`src/rtl/smith_waterman_pe.sv`:
```
// -----------------------------------------------------------------------------
// smith_waterman_pe
//
// One processing element of a linear Smith-Waterman systolic array with affine
// gap penalties. The PE holds a single short-read base (S) and scores it
// against a reference stream arriving one base per cycle, producing one DP
// matrix cell per cycle. Vertical state (V, F) and the reference/control
// stream flow to the next PE through registered outputs; horizontal state (E)
// and the diagonal V stay local.
//
// Ports
//   clk, rst                  clock, asynchronous active-high reset
//   stall                     hold every register when high
//   V_in, F_in                V and F of the upstream PE, same column
//   T_in                      reference base
//   S_in, store_S_in          short-read base and its load strobe
//   init_in                   1 = compute a cell, 0 = initialise row state
//   init_V, init_E            V/E values loaded on an init cycle
//   cell_score_threshold_in   signed high-score threshold
//   V_out, E_out, F_out       registered cell scores
//   S_out                     stored short-read base
//   T_out, store_S_out,
//   init_out,
//   cell_score_threshold_out  inputs delayed one cycle for the next PE
//   high_score_out            registered (V >= threshold) flag
// -----------------------------------------------------------------------------
module smith_waterman_pe #(
   parameter int SCORE_WIDTH    = 10,
   parameter int MATCH_REWARD   = 10,
   parameter int MISMATCH_PEN   = -2,
   parameter int GAP_OPEN_PEN   = -2,
   parameter int GAP_EXTEND_PEN = -1
) (
   input  logic                          clk,
   input  logic                          rst,
   input  logic                          stall,
   input  logic signed [SCORE_WIDTH-1:0] V_in,
   input  logic signed [SCORE_WIDTH-1:0] F_in,
   input  logic        [1:0]             T_in,
   input  logic        [1:0]             S_in,
   input  logic                          store_S_in,
   input  logic                          init_in,
   input  logic signed [SCORE_WIDTH-1:0] init_V,
   input  logic signed [SCORE_WIDTH-1:0] init_E,
   input  logic signed [SCORE_WIDTH-1:0] cell_score_threshold_in,
   output logic signed [SCORE_WIDTH-1:0] V_out,
   output logic signed [SCORE_WIDTH-1:0] E_out,
   output logic signed [SCORE_WIDTH-1:0] F_out,
   output logic        [1:0]             S_out,
   output logic        [1:0]             T_out,
   output logic                          store_S_out,
   output logic                          init_out,
   output logic signed [SCORE_WIDTH-1:0] cell_score_threshold_out,
   output logic                          high_score_out
);

   typedef logic signed [SCORE_WIDTH-1:0] score_t;

   // Penalties truncated to the score width; arithmetic below wraps modulo
   // 2**SCORE_WIDTH, there is deliberately no saturation.
   localparam score_t MatchReward  = score_t'(MATCH_REWARD);
   localparam score_t MismatchPen  = score_t'(MISMATCH_PEN);
   localparam score_t GapOpenPen   = score_t'(GAP_OPEN_PEN);
   localparam score_t GapExtendPen = score_t'(GAP_EXTEND_PEN);

   function automatic score_t smax(input score_t a, input score_t b);
      return (a > b) ? a : b;
   endfunction

   // ---------------------------------------------------------------------------
   // State
   // ---------------------------------------------------------------------------
   logic   [1:0] s_q, s_d;
   score_t       v_q, v_d;
   score_t       e_q, e_d;
   score_t       f_q, f_d;
   score_t       vdiag_q;
   logic   [1:0] t_q;
   logic         store_s_q;
   logic         init_q;
   score_t       thr_q;
   logic         hs_q, hs_d;

   // ---------------------------------------------------------------------------
   // Cell computation
   // ---------------------------------------------------------------------------
   score_t f_open, f_ext;
   score_t e_open, e_ext, e_new;
   score_t sub_score, diag_score;
   score_t v_cell;

   always_comb begin
      // Vertical gap: always tracks the upstream column, even on init cycles.
      f_open = V_in + GapOpenPen;
      f_ext  = F_in + GapExtendPen;
      f_d    = smax(f_open, f_ext);

      // Horizontal gap from this PE's own previous cell.
      e_open = v_q + GapOpenPen;
      e_ext  = e_q + GapExtendPen;
      e_new  = smax(e_open, e_ext);

      // Score uses the base already held in S; a base loaded this cycle only
      // affects the next cell.
      sub_score  = (T_in == s_q) ? MatchReward : MismatchPen;
      diag_score = vdiag_q + sub_score;

      // Local alignment: the cell score never drops below zero.
      v_cell = smax(smax(score_t'(0), diag_score), smax(e_new, f_d));

      if (init_in) begin
         v_d  = v_cell;
         e_d  = e_new;
         hs_d = (v_cell >= cell_score_threshold_in);
      end else begin
         v_d  = init_V;
         e_d  = init_E;
         hs_d = 1'b0;
      end

      s_d = store_S_in ? S_in : s_q;
   end

   // ---------------------------------------------------------------------------
   // Registers: stall freezes everything, including the pass-through stage.
   // ---------------------------------------------------------------------------
   always_ff @(posedge clk or posedge rst) begin
      if (rst) begin
         s_q       <= '0;
         v_q       <= '0;
         e_q       <= '0;
         f_q       <= '0;
         vdiag_q   <= '0;
         t_q       <= '0;
         store_s_q <= 1'b0;
         init_q    <= 1'b0;
         thr_q     <= '0;
         hs_q      <= 1'b0;
      end else if (!stall) begin
         s_q       <= s_d;
         v_q       <= v_d;
         e_q       <= e_d;
         f_q       <= f_d;
         vdiag_q   <= V_in;
         t_q       <= T_in;
         store_s_q <= store_S_in;
         init_q    <= init_in;
         thr_q     <= cell_score_threshold_in;
         hs_q      <= hs_d;
      end
   end

   // ---------------------------------------------------------------------------
   // Outputs are plain register values.
   // ---------------------------------------------------------------------------
   assign V_out                    = v_q;
   assign E_out                    = e_q;
   assign F_out                    = f_q;
   assign S_out                    = s_q;
   assign T_out                    = t_q;
   assign store_S_out              = store_s_q;
   assign init_out                 = init_q;
   assign cell_score_threshold_out = thr_q;
   assign high_score_out           = hs_q;

endmodule

```
`config.mk`:
```
export PLATFORM = sky130hd
export DESIGN_NAME = smith_waterman_pe
export DESIGN_NICKNAME = d
export VERILOG_FILES = /design/src/rtl/smith_waterman_pe.sv
export SDC_FILE = /design/constraint.sdc
export NUM_CORES = 1
export LEC_CHECK = 0
export ABC_AREA = 1
export CORE_ASPECT_RATIO = 0.6
export CORE_MARGIN = 2
export CORE_UTILIZATION = 40
export DETAILED_ROUTE_END_ITERATION = 7
export PLACE_DENSITY = 0.63
export SLEW_MARGIN = 30
export SYNTH_ARGS = -nofsm -noshare
export SYNTH_HDL_FRONTEND = slang
export SYNTH_SLANG_ARGS = --single-unit
```
`constraint.sdc`:
```
create_clock -name clk -period 8.9 [get_ports clk]
set_clock_uncertainty 0.1 [all_clocks]
set_input_delay 0.89 -clock clk [delete_from_list [all_inputs] [get_ports clk]]
set_output_delay 0.89 -clock clk [all_outputs]
set_load 0.005 [all_outputs]
```
==> results.md <==
- R2r startpoint: V_out[1]
- Via Count: 5,293
- Initial drt markers: around 410
- Worst min path class: register to register
- Worst reg-to-reg path cell count: 45
- Main synth FF type: dfrtp_1
- Post-DP HPWL: ~13,000 um
- Die Y: 93.2 um
- Worst-Skew Late Latency: 340 ps
- Share of the synthesized area in the top cell type: 26.9%
- Worst hold start: cell_score_threshold_out[3]
- CP peak stage delay: 450 ps
- Tot Pwr: 2.81 mW
- Pleak: 3.38 nW
- PwrDens: a little over 400 nW/um2
- Crit-path max FO: 11
- Max-cap viol count: 0
- Crit path kind: input pin to register
- Routability cong.: ~1
- Routed vias/inst: 5.05
- WHS: 383 ps
- Initial Util: 41.1%
- Worst rel slew slack: 43.8%
- Clock Tree Root: clkbuf_16
- Mapped Cells: 772
- Largest net degree at the start of global routing: 91
- WL final: 16,700 um
- Synth cell types: 38
- CORE AREA: 12,900 um2
- Worst path slowest cell: clkdlybuf4s50_1
- Post-CTS Setup Repair Bufs: 0
- Min Tclk post-route: 8160 ps
- YS warnings: 0
- Setup TNS Final: 0 ps
- Arrival @ worst endpoint: 8280 ps
- Tot GR Track Use: 24.1%
- CTS buffer count: 9
- H-tree lvl count: 3
- Nets: 988
- Synth cell count leaders: 244 x nand2_1, 80 x inv_1, 72 x nor2_1
- DRC Markers: 0
- Vias in the first global route: 4,957
- Synthesized area: 5310 um2
- Total grt overflow: 0
- Most frequent cell after synthesis: nand2_1
- Mapped Nets: 885
- Hold Path Cell Cnt: 2
- Clock transition at path regs: 60 ps
- Final period util: approximately nine tenths
- Critical Path Start Type: input pin
- Area Growth Syn to Fin: 28.3%
- Worst R2R Setup Slack: between 1000 and 1500 ps
- Share of layout cells above drive strength 1: 9.44%
- Final setup vio count: 0
- Number of synthesized flops with an enable pin: 0
- I/O pin count: 106
- Post-synthesis sequential area ratio: 26.9%
- CTS tree: built
- Max Fclk: 0.123 GHz
- Element type at the critical path end: register
- Initial antenna violation count: 0
- Synth area leaders: dfrtp_1 27%, nand2_1 17%, ha_1 13%, o21ai_0 5.8%, inv_1 5.7%
- Status: completed
- Synthesized area per cell: a little under 7 um2
- #FFs+latches synth: 57
- Drt wl/cell: 15.9 um
- CTS max path bufs: 2
- CTS Sinks: 57
- Worst Tran Pin Value: 842 ps
- Fin. Hold Viols: 0
- IO Port Bufs: 105
- Max Slew Vio Count: 0
- Routed Antenna Nets: 0
- Antenna diodes: 0
- Reg2reg end: high_score_out
- # resized after CTS: 0
- RSZ-0062 raised after global routing: false
- Worst endpoint required time: between 9000 and 10,000 ps
- Row Count: 32
- Peak supply drop: 0.000213 V
- Die Wd: 153 um
- Async SR Flop Fraction: 100%
- Drt pass-1 iters: 5
- Worst Hold Path EP: cell_score_threshold_out[3]
- First-pass GRT wire length: 26,800 um
- Die Area: 14,200 um2
- Top cell type by total area after synthesis: dfrtp_1
- Post-CTS Hold Buffers: 0
- Most used cell along the critical path: nand2_1
[worst max path at each step]
stage	from	end	slack, ps	cells past startpoint
finish	V_in[1]	high_score_out	740	52
global route	V_in[1]	high_score_out	10	52
CTS	V_in[1]	high_score_out	640	52
detailed placement	V_in[1]	high_score_out	350	52
global placement	V_in[1]	high_score_out	520	52
floorplan	V_in[1]	high_score_out	2010	50
[worst max-delay path: cells and delay by family]
family                     cells  cell delay, ps
adders and majority gates      5            1540
xor gates and xnor gates       2             430
buffers and inverters          7            1260
and+or+nand+nor               27            2700
AOI/OAI and AO/OA             11            1420
[through the flow]
step / instances / cell area, um2 / utilization (%) / setup WS (ps)
detailed placement: 1034 / 6530 / 50.6 / 348
finish: 1049 / 6810 / 52.8 / 738
global placement: 1034 / 6530 / 50.6 / 520
floorplan: 772 / 5310 / - / 2010
CTS: 1049 / 6790 / 52.6 / 637
global route: 1049 / 6810 / 52.8 / 10.8
[cell usage in the layout (no fill, tap or decap), types with 4 or more instances in the layout]
cell             Yosys  layout
xnor2_1             12      12
buf_4                0      10
nand3b_1             5       5
nand3_2             13      11
clkinv_2             0       4
clkbuf_16            0       9
dfrtp_1             57      57
o21ai_0             61      60
xor2_1              17      17
nand2_2             18      17
nand2_1            244     244
nand4_2             10      10
nor2_2               5       5
inv_1               80      79
nor3_1               9       9
nand4_1              6       6
nand3_1             35      35
o211ai_1             7       7
ha_1                53      53
clkdlybuf4s50_1      0     104
nand2_4              3       4
nor2_1              72      72
a21oi_1             19      19
[registers in the layout, summed over array words and instances (netlist names)]
| register | flops |
|---|---|
| T_out | 2 |
| high_score_out | 1 |
| V_out | 10 |
| S_out | 2 |
| init_out | 1 |
| E_out | 10 |
| F_out | 10 |
| cell_score_threshold_out | 10 |
| store_S_out | 1 |
| vdiag_q | 10 |
[area by class of cell]
type	instances	area (um2)
clock buffers	9	225
clock inverters	6	36.3
fillers	1273	6080
inverters	84	315
multi-input cells	608	3470
flip-flops and latches	57	1430
well taps	170	213
repair buffers	115	1120
[layer usage]
metal	vias up	GRT usage, %	part of all wire [%]
li1	2691	-	-
met1	2423	38.7	55
met2	168	33.2	38
met3	11	4.54	6.3
met4	0	3.55	0.55
met5	-	0	0
[power by group]
group	leakage (nW)	switching, mW	internal (mW)
clock	0.131	0.134	0.185
combinational	2.56	1.31	0.794
sequential	0.692	0.0665	0.320
[cells by family after synthesis]
group	count (synthesis)	synth area share [%]
other cells	1	0.0707
buf+inv	107	8.07
flops	57	26.9
simple gates	427	37.1
xor+xnor	29	4.79
compound gates	95	9.74
fa+ha+maj	54	12.9
mux	2	0.424
Power figures use the tool's default switching activity.
